==> src/rtl/rr_select_2bit_pkg.sv <==
// rr_pkg: shared types and constants for the 4-channel round-robin select block.
//   sel_t    - 2-bit channel select driven to the downstream 2-to-4 decoder
//   state_t  - arbiter FSM states
//   NUM_CH   - number of requesting channels
package rr_pkg;

    localparam int unsigned NUM_CH = 4;

    typedef logic [1:0] sel_t;

    typedef enum logic {
        IDLE  = 1'b0,
        GRANT = 1'b1
    } state_t;

endpackage

==> src/rtl/rr_pick4.sv <==
// rr_pick4: combinational round-robin picker.
//   req [3:0]  in   request per channel
//   ptr [1:0]  in   channel with the highest priority this round
//   idx [1:0]  out  first requesting channel scanning ptr, ptr+1, ... (mod 4)
//   any        out  1 when at least one request is present
module rr_pick4
    import rr_pkg::*;
(
    input  logic [NUM_CH-1:0] req,
    input  sel_t              ptr,
    output sel_t              idx,
    output logic              any
);

    sel_t cand;

    always_comb begin
        idx  = ptr;
        any  = 1'b0;
        cand = '0;
        for (int unsigned k = 0; k < NUM_CH; k++) begin
            // 2-bit addition wraps naturally, giving the modulo-4 scan
            cand = ptr + 2'(k);
            if (!any && req[cand]) begin
                idx = cand;
                any = 1'b1;
            end
        end
    end

endmodule

==> src/rtl/rr_select_2bit.sv <==
// rr_select_2bit: 4-channel round-robin arbiter producing the 2-bit select {a1,a0}
// for a downstream 2-to-4 decoder; gnt_valid qualifies the decoder outputs.
//   clk        in   rising-edge clock
//   rst        in   synchronous active-high reset
//   req  [3:0] in   level request per channel
//   done       in   1-cycle pulse from the owner: transfer finished
//   a0, a1     out  registered select bits (sel[0], sel[1])
//   gnt_valid  out  1 while {a1,a0} names the current owner
//   timeout    out  1-cycle pulse when a grant was released by the hold timer
// Parameter TIMEOUT: max cycles a grant may be held (0 disables the timer).
module rr_select_2bit
    import rr_pkg::*;
#(
    parameter int unsigned TIMEOUT = 16
) (
    input  logic              clk,
    input  logic              rst,
    input  logic [NUM_CH-1:0] req,
    input  logic              done,
    output logic              a0,
    output logic              a1,
    output logic              gnt_valid,
    output logic              timeout
);

    localparam int unsigned CNT_W = (TIMEOUT < 2) ? 1 : $clog2(TIMEOUT + 1);
    localparam logic [CNT_W-1:0] TO_LAST  = (TIMEOUT == 0) ? '0 : CNT_W'(TIMEOUT - 1);
    localparam logic [CNT_W-1:0] HOLD_MAX = '1;

    state_t           state,    state_n;
    sel_t             sel,      sel_n;
    sel_t             ptr,      ptr_n;
    logic [CNT_W-1:0] hold_cnt, hold_n;
    logic             valid_n;
    logic             to_n;

    sel_t             pick_idx;
    logic             pick_any;
    logic             withdrew;
    logic             to_hit;

    rr_pick4 u_pick (
        .req (req),
        .ptr (ptr),
        .idx (pick_idx),
        .any (pick_any)
    );

    assign withdrew = !req[sel];
    assign to_hit   = (TIMEOUT != 0) && (hold_cnt == TO_LAST);

    always_comb begin
        state_n = state;
        sel_n   = sel;
        ptr_n   = ptr;
        hold_n  = hold_cnt;
        valid_n = gnt_valid;
        to_n    = 1'b0;
        unique case (state)
            IDLE: begin
                // done is ignored here; only a request can start a grant
                if (pick_any) begin
                    sel_n   = pick_idx;
                    valid_n = 1'b1;
                    hold_n  = '0;
                    state_n = GRANT;
                end
            end
            GRANT: begin
                if (done || withdrew || to_hit) begin
                    state_n = IDLE;
                    valid_n = 1'b0;
                    ptr_n   = sel + 2'd1;
                    // timeout is reported only when the timer alone caused the release
                    to_n    = to_hit && !done && !withdrew;
                end else if (hold_cnt != HOLD_MAX) begin
                    hold_n = hold_cnt + 1'b1;
                end
            end
            default: state_n = IDLE;
        endcase
    end

    always_ff @(posedge clk) begin
        if (rst) begin
            state     <= IDLE;
            sel       <= '0;
            ptr       <= '0;
            hold_cnt  <= '0;
            gnt_valid <= 1'b0;
            timeout   <= 1'b0;
        end else begin
            state     <= state_n;
            sel       <= sel_n;
            ptr       <= ptr_n;
            hold_cnt  <= hold_n;
            gnt_valid <= valid_n;
            timeout   <= to_n;
        end
    end

    assign a0 = sel[0];
    assign a1 = sel[1];

endmodule

==> config.mk <==
export PLATFORM = sky130hd
export DESIGN_NAME = rr_select_2bit
export DESIGN_NICKNAME = d
export VERILOG_FILES = /design/src/rtl/rr_select_2bit_pkg.sv /design/src/rtl/rr_pick4.sv /design/src/rtl/rr_select_2bit.sv
export SDC_FILE = /design/constraint.sdc
export NUM_CORES = 1
export LEC_CHECK = 0
export ABC_AREA = 1
export ABC_CLOCK_PERIOD_IN_PS = 1500
export CAP_MARGIN = 10
export CORE_MARGIN = 1.5
export CORE_UTILIZATION = 49
export DETAILED_ROUTE_END_ITERATION = 16
export MAX_ROUTING_LAYER = met4
export PLACE_DENSITY = 0.83
export SETUP_SLACK_MARGIN = 0.02
export SYNTH_ARGS = -nofsm -noshare
export SYNTH_HDL_FRONTEND = slang
export SYNTH_HIERARCHICAL = 1
export SYNTH_SLANG_ARGS = --single-unit
==> constraint.sdc <==
create_clock -name clk -period 1.5 [get_ports clk]
set_input_delay 0.225 -clock clk [delete_from_list [all_inputs] [get_ports clk]]
set_output_delay 0.225 -clock clk [all_outputs]
set_load 0.02 [all_outputs]
# ---- Word-level counts from Yosys, hierarchy flattened
# Cells that the tools add are included.
dict set report totals {
  ff_bits 12
  inputBits 7
  output_inout_bits 4
  elab_cells 68
}
dict set report op_classes {
  n_addsub 5
  magnitude_cmp 5
  n_eq_ne 6
  muxes 27
  bitwise_logic 2
  reduce_logical 17
}
# cell count
set op_table {}
lappend op_table {{< comparator 2 x 3 -> 1 bit, second input constant} 5}
lappend op_table {{two-way mux 5 bit} 3}
lappend op_table {{two-way mux 1 bit} 13}
lappend op_table {{binary-select mux 1 bit (select 2 bit)} 5}
lappend op_table {{case mux 5 bit (2 select lines)} 1}
lappend op_table {{two-way mux 2 bit} 3}
lappend op_table {{AND reduction 2 bit} 3}
lappend op_table {{adder 5 x 1 -> 5 bit, second input constant} 1}
lappend op_table {{equality test 5 x 4 -> 1 bit, second input constant} 1}
lappend op_table {{logical AND 1 bit} 5}
lappend op_table {{logical NOT 1 bit} 5}
lappend op_table {{inequality test 5 bit, second input constant} 1}
lappend op_table {{adder 2 x 1 -> 2 bit, second input constant} 2}
lappend op_table {{adder 2 bit, second input constant} 2}
lappend op_table {{inequality test 2 x 1 -> 1 bit, second input constant} 2}
lappend op_table {{inequality test 2 bit, second input constant} 2}
lappend op_table {{case mux 1 bit (2 select lines)} 2}
lappend op_table {{AND reduction 3 bit} 1}
lappend op_table {{OR reduction 3 bit} 1}
lappend op_table {{logical OR 1 bit} 2}
lappend op_table {{inverter 1 bit} 2}

# ---- Longest topological paths before layout
# Gate-level depths: netlist of run 1.
dict set report depth {
  depth_word 14
  mapped_depth 13
  mapped_depth_nobuf 13
}

# ---- By module
# The synthesis of run 1 kept the hierarchy.
# mod instances cells_each area_each_um2 seq_area_each_um2
set modules_own_cells {}
lappend modules_own_cells {rr_select_2bit 1 87 619.3 240.2}
lappend modules_own_cells {rr_pick4 1 64 299.0 0.0}

# ---- Worst setup path after synthesis of run 1
# Ideal clock, no wire load.
dict set report synth_path {
  kind {reg2reg}
  startpoint {register ptr[0]}
  endpoint {register hold_cnt[1]}
  setup_time_ns 0.070
  arrival_ns 1.504
  t_required_ns 1.430
  slack_ns -0.074
  stages_incl_launch_ff 13
  n_path_buf 1
  period_less_slack_ns 1.574
  cell_sequence {dfxtp_1 > buf_4 > nand2_1 > nand2_2 > nand2_2 > nand2_2 > a21oi_2 > nand3_1 > nand2_1 > o21ai_2 > nand2_1 > nand2_1 > a21oi_1}
}
dict set report synth_via {
  elab_chain_len 14
  elab_cells_between_ends 23
  classes_between {add/sub: 3; eq/ne: 1; mux: 12; reduce/logical: 7}
}
# element line
set synth_rtl {}
lappend synth_rtl {{start, declared} rr_select_2bit.sv:32} ;# sel_t ptr, ptr_n;
lappend synth_rtl {{start signal, assigned} rr_select_2bit.sv:95} ;# ptr <= ptr_n;
lappend synth_rtl {{parallel branches: the longest is 11 deep, another holds adder 2 x 1 -> 2 bit} n/a}
lappend synth_rtl {{two-way mux 1 bit (*)} rr_pick4.sv:24} ;# if (!any && req[cand]) begin
lappend synth_rtl {{named net pick_any} rr_select_2bit.sv:38} ;# logic pick_any;
lappend synth_rtl {{inequality test 2 bit (no source line) (*)} n/a}
lappend synth_rtl {{AND reduction 3 bit (no source line) (*)} n/a}
lappend synth_rtl {{end signal, assigned} rr_select_2bit.sv:96} ;# hold_cnt <= hold_n;
lappend synth_rtl {{end, declared} rr_select_2bit.sv:33} ;# logic [CNT_W-1:0] hold_cnt, hold_n;
# Mark *: on every way through the listed nets, which the timed path passes. The select of a mux whose other input is x is not followed.
# A chain may end at the register's enable or synchronous reset.

# ---- Worst setup path after layout of run 1
dict set report layout_path {
  startpoint {register ptr[0]}
  endpoint {register hold_cnt[2]}
}
# Same word-level chain as after synthesis.

==> impl_metrics.py, run 1 <==
metrics = {
    "min_path": {
        "hold_class": "flop to flop",
        "holdPathEnd": "hold_cnt[4]",
        "hold_depth": 2,
        "hold_start": "hold_cnt[4]",
    },
    "synth": {
        "syn_area_um2": 918,
        "synth_top_family_by_area": "simple AND/OR/NAND/NOR gates",
        "syn-instance-count": 151,
        "async_flop_share": 0,
        "synth_most_common_cell": "nand2_1",
        "synth_compound_area_frac": 0.101,
        "yosys.area.top_type_share": 0.262,
        "synth-simple-area-share": 0.454,
        "synth_fa_ha_area_frac": 0.0409,
        "synthTopCellsByCount": "50 x nand2_1, 18 x inv_1, 13 x nand3_1",
        "yosysTopAreaCell": "dfxtp_1",
        "synth_cell_types": 23,
        "synth_edf_count": 0,
        "synthFlopType": "dfxtp_1",
        "yosys_register_bits": 12,
        "ys_seq_area_frac": 0.262,
        "yosysWarnings": 6,
        "synth_mux_area_frac": 0,
        "synth-xor-area-share": 0.0286,
        "synthTopCellsByArea": "dfxtp_1 26%, nand2_1 20%, inv_1 7.4%",
        "synthesis.nets": 161,
        "avgSynthCellArea_um2": 6.08,
    },
    "grt": {
        "grt_pass1_wl_um": 3650,
        "track_usage": 0.250,
        "antenna_found_initial": 0,
        "grt.overflow.total": 0,
        "grt_pass1_vias": 955,
        "grt_max_degree": 12,
    },
    "setup_path": {
        "crit_path_max_fanout": 8,
        "r2r_start": "ptr[0]",
        "cp-end-kind": "flop",
        "rrSetupSlack_ps": -120,
        "r2r_cells": 10,
        "cp.required_ps": 1710,
        "path_class": "flop to flop",
        "timing.rr.end": "hold_cnt[2]",
        "crit_arrival_ps": 1830,
        "start_kind": "flop",
    },
    "cts": {
        "clock_latency_ps": 280,
        "clk_pin_slew_ps": 70,
        "cts_tree": "built",
        "cts-root-buf": "clkbuf_4",
        "cts.path.max_buffers": 2,
        "cts_made_buffers": 3,
        "cts_sinks": 12,
        "hold_buffers": 0,
        "htreeDepth": 1,
    },
    "timing": {
        "fin_worst_skew_ps": 8.04,
        "fin_ws_ps": -124,
        "finalHoldViolations": 0,
        "drv_slew": 0,
        "relSlewSlack": 0.731,
        "worst_slew_pin_slew_ps": 404,
        "rsz0062_at_grt": "yes",
        "fmax_mhz": 616,
        "layout_worst_path_cycle_share": 1.08,
        "setup_viol": 7,
        "period_minus_slack_ps": 1620,
    },
    "placed_design": {
        "dp_slack_ps": -365,
        "port_buffers": 10,
        "place.gp.congestion": 0.909,
        "hpwl_um": 1670,
        "place_inst": 197,
    },
    "flow_run": {
        "maxCapViolations": 0,
    },
    "floorplanning": {
        "die_h_um": 46.3,
        "die_area_mm2": 0.00214,
        "chipWidth_um": 46.3,
        "start_util": 0.526,
        "core-area_mm2": 0.00175,
        "io_pins": 11,
        "row_count": 15,
    },
    "routing": {
        "drc": 0,
        "drtIter0Drc": 62,
        "viasPerCell": 5.51,
        "drt-pass1-iter-count": 4,
        "detail_route.wl_per_cell_um": 14.4,
        "vias": 1130,
        "postRouteAntennaNets": 0,
        "drt_wl_total_um": 2950,
    },
    "finish": {
        "fin_nets": 192,
        "fillers": 110,
        "antenna_cells": 0,
        "drive_gt1_frac": 0.406,
        "area.growth.synth_to_final_pct": 53.8,
        "post-route-util": 0.809,
        "fin_cells": 205,
    },
    "power_and_ir_drop": {
        "power.total_w": 0.00239,
        "powerDensity_mw_per_mm2": 1690,
        "power.leakage_nw": 0.683,
        "ir_drop_v": 0.00112,
    },
    "status": {
        "violations": "setup timing",
        "status": "finished, violations left",
    },
}
placed cells by master, fill, tap and decap left out, types with 2 or more instances in the layout:
cell type	netlist	layout
nand2_1	50	40
inv_1	18	16
buf_4	1	14
nand2_2	7	11
nor2_1	12	10
nand3_1	13	9
dfxtp_1	12	8
nand2_4	1	7
a21oi_1	9	5
nand3_2	4	5
o21ai_2	1	4
inv_2	4	4
a21oi_2	1	4
clkdlybuf4s50_1	0	4
dlygate4sd2_1	0	4
buf_6	1	4
nand3_4	0	3
xor2_1	3	3
clkbuf_4	0	3
inv_4	0	2
o21ai_1	1	2
ha_4	0	2
dfxtp_2	0	2
dlymetal6s2s_1	0	2
dfxtp_4	0	2
registers in the layout, summed over array words and instances (netlist names):
signal and cells:
ptr 2, hold_cnt 5, gnt_valid 1, sel 2, state 1, timeout 1
how the worst max path moves through the flow:
stage                        endpoint  slack (ps)   start  cells after the start
after floorplan           hold_cnt[2]          30  ptr[0]                     12
after global placement    hold_cnt[1]        -270  req[3]                     12
after detailed placement  hold_cnt[2]        -370  req[3]                     12
after CTS                 hold_cnt[2]         -80  ptr[0]                     12
after global routing      hold_cnt[3]        -210  ptr[0]                     10
final                     hold_cnt[2]        -120  ptr[0]                     10
layer usage:
layer,share of wire,vias to the layer above,GRT usage
met2,0.50,67,0.453
met3,0.065,14,0.0627
met4,0.027,0,0.109
met5,0,-,-
li1,-,536,-
met1,0.40,513,0.249
kinds of logic (layout without fill, tap and decap cells):
group | count (synthesis) | count (layout)
AO/OA/AOI/OAI | 17 | 17
XOR/XNOR | 3 | 3
adder cells (fa/ha/maj) | 3 | 3
buffers and inverters | 25 | 53
flip-flops | 12 | 12
AND/OR/NAND/NOR | 91 | 92
per-stage QoR:
step	area (um^2)	setup TNS [ps]	hold WS (ps)
finish	1410	-701	492
global route	1410	-1360	514
CTS	1250	-350	495
detailed placement	1160	-3260	482
global placement	1160	-2520	482
floorplan	948	0	397
cell type report:
| type | count | area, um^2 | share of cell area |
|---|---|---|---|
| Clock buffer | 3 | 22.5 | 0.0159 |
| Inverter | 22 | 87.6 | 0.0620 |
| Sequential cell | 12 | 250 | 0.177 |
| Multi-Input combinational cell | 115 | 771 | 0.546 |
| Timing Repair Buffer | 28 | 250 | 0.177 |
| Tap cell | 25 | 31.3 | 0.0221 |
power breakdown:
group,internal (W),switching [W],total (W)
combinational,0.000676,0.000992,0.00167
clock,0.0000931,0.000101,0.000194
sequential,0.000410,0.000119,0.000530
repair_timing:
action / CTS / global route
gates cloned: 0 / 1
buffers inserted: 2 / 2
pin swaps: 9 / 18
setup endpoints to repair: 14 / 12
gates resized for setup: 26 / 35
critical path, cell delays in order, from the launching register on:
cell and delay (ps):
dfxtp_4 360, buf_6 140, nand2_1 110, nand3_2 140, a21oi_4 200, nand3_4 110
nand2_4 90, o21ai_4 100, nand2_4 100, nand2_2 60, a21oi_2 140
No activity file was read; power rests on OpenSTA's default activity.
==> inputs of run 2 (changes only) <==
- RECOVER_POWER: default -> 25
==> run 2 against run 1 <==
The run still ends with setup timing left. Critical path depth unchanged. Power is 0.39% lower. Global-route usage unchanged. First-iteration DRC count is the same. Cell count unchanged. Non-clock buffer count did not move. Flip-flop and latch count stayed put. Design area is 0.62% lower. Setup slack about the same. Wire length about the same. Count of clock-buffer cells in the layout stayed put. Critical path type unchanged. Highest routed layer unchanged.
==> impl_metrics.py, run 2 (synthesis gave the netlist of run 1 again) <==
metrics = {
    "floorplanning": {
        "die_area_mm2": 0.00214,
        "die_h_um": 46.3,
        "core-area_mm2": 0.00175,
        "chipWidth_um": 46.3,
        "row_count": 15,
        "start_util": 0.526,
        "io_pins": 11,
    },
    "grt": {
        "track_usage": 0.250,
        "grt.overflow.total": 0,
        "antenna_found_initial": 0,
        "grt_pass1_vias": 955,
        "grt_max_degree": 12,
        "grt_pass1_wl_um": 3650,
    },
    "finish": {
        "largest_registers": "hold_cnt x5, ptr x2, sel x2",
        "area.growth.synth_to_final_pct": 52.9,
        "final_cell_mix": "40 x nand2_1, 16 x inv_1, 14 x buf_4",
        "antenna_cells": 0,
        "mostFrequentLayoutCell": "nand2_1",
        "fin_nets": 192,
        "drive_gt1_frac": 0.406,
        "fin_area_mm2": 0.00140,
        "top_register": "hold_cnt",
        "largest_register_ffs": 5,
    },
    "power_and_ir_drop": {
        "power.total_w": 0.00238,
        "powerDensity_mw_per_mm2": 1700,
        "ir_drop_v": 0.00111,
        "power.leakage_nw": 0.667,
    },
    "setup_path": {
        "path_class": "flop to flop",
        "crit_arrival_ps": 1830,
        "cp-end-kind": "flop",
        "crit_path_max_fanout": 8,
        "cp.required_ps": 1710,
        "start_kind": "flop",
    },
    "routing": {
        "drtIter0Drc": 62,
        "drt-pass1-iter-count": 4,
        "drc": 0,
        "detail_route.wl_per_cell_um": 14.4,
        "viasPerCell": 5.48,
        "vias": 1124,
        "postRouteAntennaNets": 0,
        "drt_wl_total_um": 2950,
    },
    "timing": {
        "setup_viol": 7,
        "fin_worst_skew_ps": 8.23,
        "rsz0062_at_grt": "yes",
        "period_minus_slack_ps": 1620,
        "fin_ws_ps": -125,
        "fmax_mhz": 616,
        "worst_slew_pin_slew_ps": 401,
        "finalHoldViolations": 0,
        "layout_worst_path_cycle_share": 1.08,
        "relSlewSlack": 0.732,
        "drv_slew": 0,
        "tns_ps": -704,
    },
    "cts": {
        "hold_buffers": 0,
        "cts_made_buffers": 3,
        "cts_tree": "built",
        "clock_latency_ps": 280,
        "htreeDepth": 1,
        "cts.path.max_buffers": 2,
        "clk_pin_slew_ps": 70,
        "cts-root-buf": "clkbuf_4",
        "cts_sinks": 12,
    },
    "placed_design": {
        "port_buffers": 10,
        "hpwl_um": 1670,
        "placed_area_mm2": 0.00116,
        "place.gp.congestion": 0.909,
        "dp_slack_ps": -365,
    },
    "status": {
        "violations": "setup timing",
        "status": "finished, violations left",
    },
    "min_path": {
        "hold_class": "flop to flop",
    },
    "flow_run": {
        "maxCapViolations": 0,
    },
}
==> run 2: changes by cell type in the layout (fill, tap and decap cells not counted) <==
| cell | delta |
|---|---|
| clkbuf_1 | +1 |
| dlymetal6s2s_1 | -1 |
==> run 2: repair_timing <==
| item | CTS | global route |
|---|---|---|
| pin swaps | 9 | 18 |
| cloned | 0 | 1 |
| setup endpoints to repair | 14 | 12 |
| resized for setup | 26 | 35 |
| buffers inserted | 2 | 2 |
==> run 2: worst max-delay path, stage by stage, from the launching register on <==
cell and delay, ps:
dfxtp_4 360, buf_6 140, nand2_1 110, nand3_2 140, a21oi_4 200, nand3_4 110
nand2_4 90, o21ai_4 100, nand2_4 100, nand2_2 60, a21oi_2 140
==> run 2: through the flow <==
| stage | utilization | hold WS, ps | std cells |
|---|---|---|---|
| 2_1_floorplan | - | 397 | 151 |
| 3_3_place_gp | 0.666 | 482 | 197 |
| 3_5_place_dp | 0.666 | 482 | 197 |
| 4_1_cts | 0.718 | 495 | 202 |
| 5_1_grt | 0.804 | 514 | 205 |
| 6_report | 0.804 | 491 | 205 |
==> run 2: report_power, final <==
group          switching, W  leakage [nW]  internal, W
clock network      0.000101        0.0138    0.0000931
registers          0.000120         0.101     0.000410
logic              0.000991         0.553     0.000666
total               0.00121         0.667      0.00117
==> run 2: path summary, 6_finish.rpt <==
kind	slack [ps]	depth (start not counted)	to	startpoint
hold reg to reg	490	2	hold_cnt[4]	hold_cnt[4]
setup reg to reg	-120	10	hold_cnt[2]	ptr[0]
hold / removal	490	2	hold_cnt[4]	hold_cnt[4]
setup / recovery	-120	10	hold_cnt[2]	ptr[0]
==> run 2: routing by layer <==
metal	vias to the layer above	wire, um	GRT usage
li1	537	-	-
met1	509	1200	0.249
met2	64	1490	0.453
met3	14	180	0.0627
met4	0	78	0.109
met5	-	0	-
==> run 2: area by class of cell <==
cell class                      count  area [um^2]
Sequential cell                    12          250
Inverter                           22         87.6
Fill cell                         110          342
Timing Repair Buffer               28          241
Clock buffer                        3         22.5
Multi-Input combinational cell    115          771
Tap cell                           25         31.3
==> inputs of run 3 (changes only) <==
- ABC_CLOCK_PERIOD_IN_PS: 1500 -> default
==> results of run 3 <==
Same layout as run 2: the final DEF is identical, and so are final timing and power.
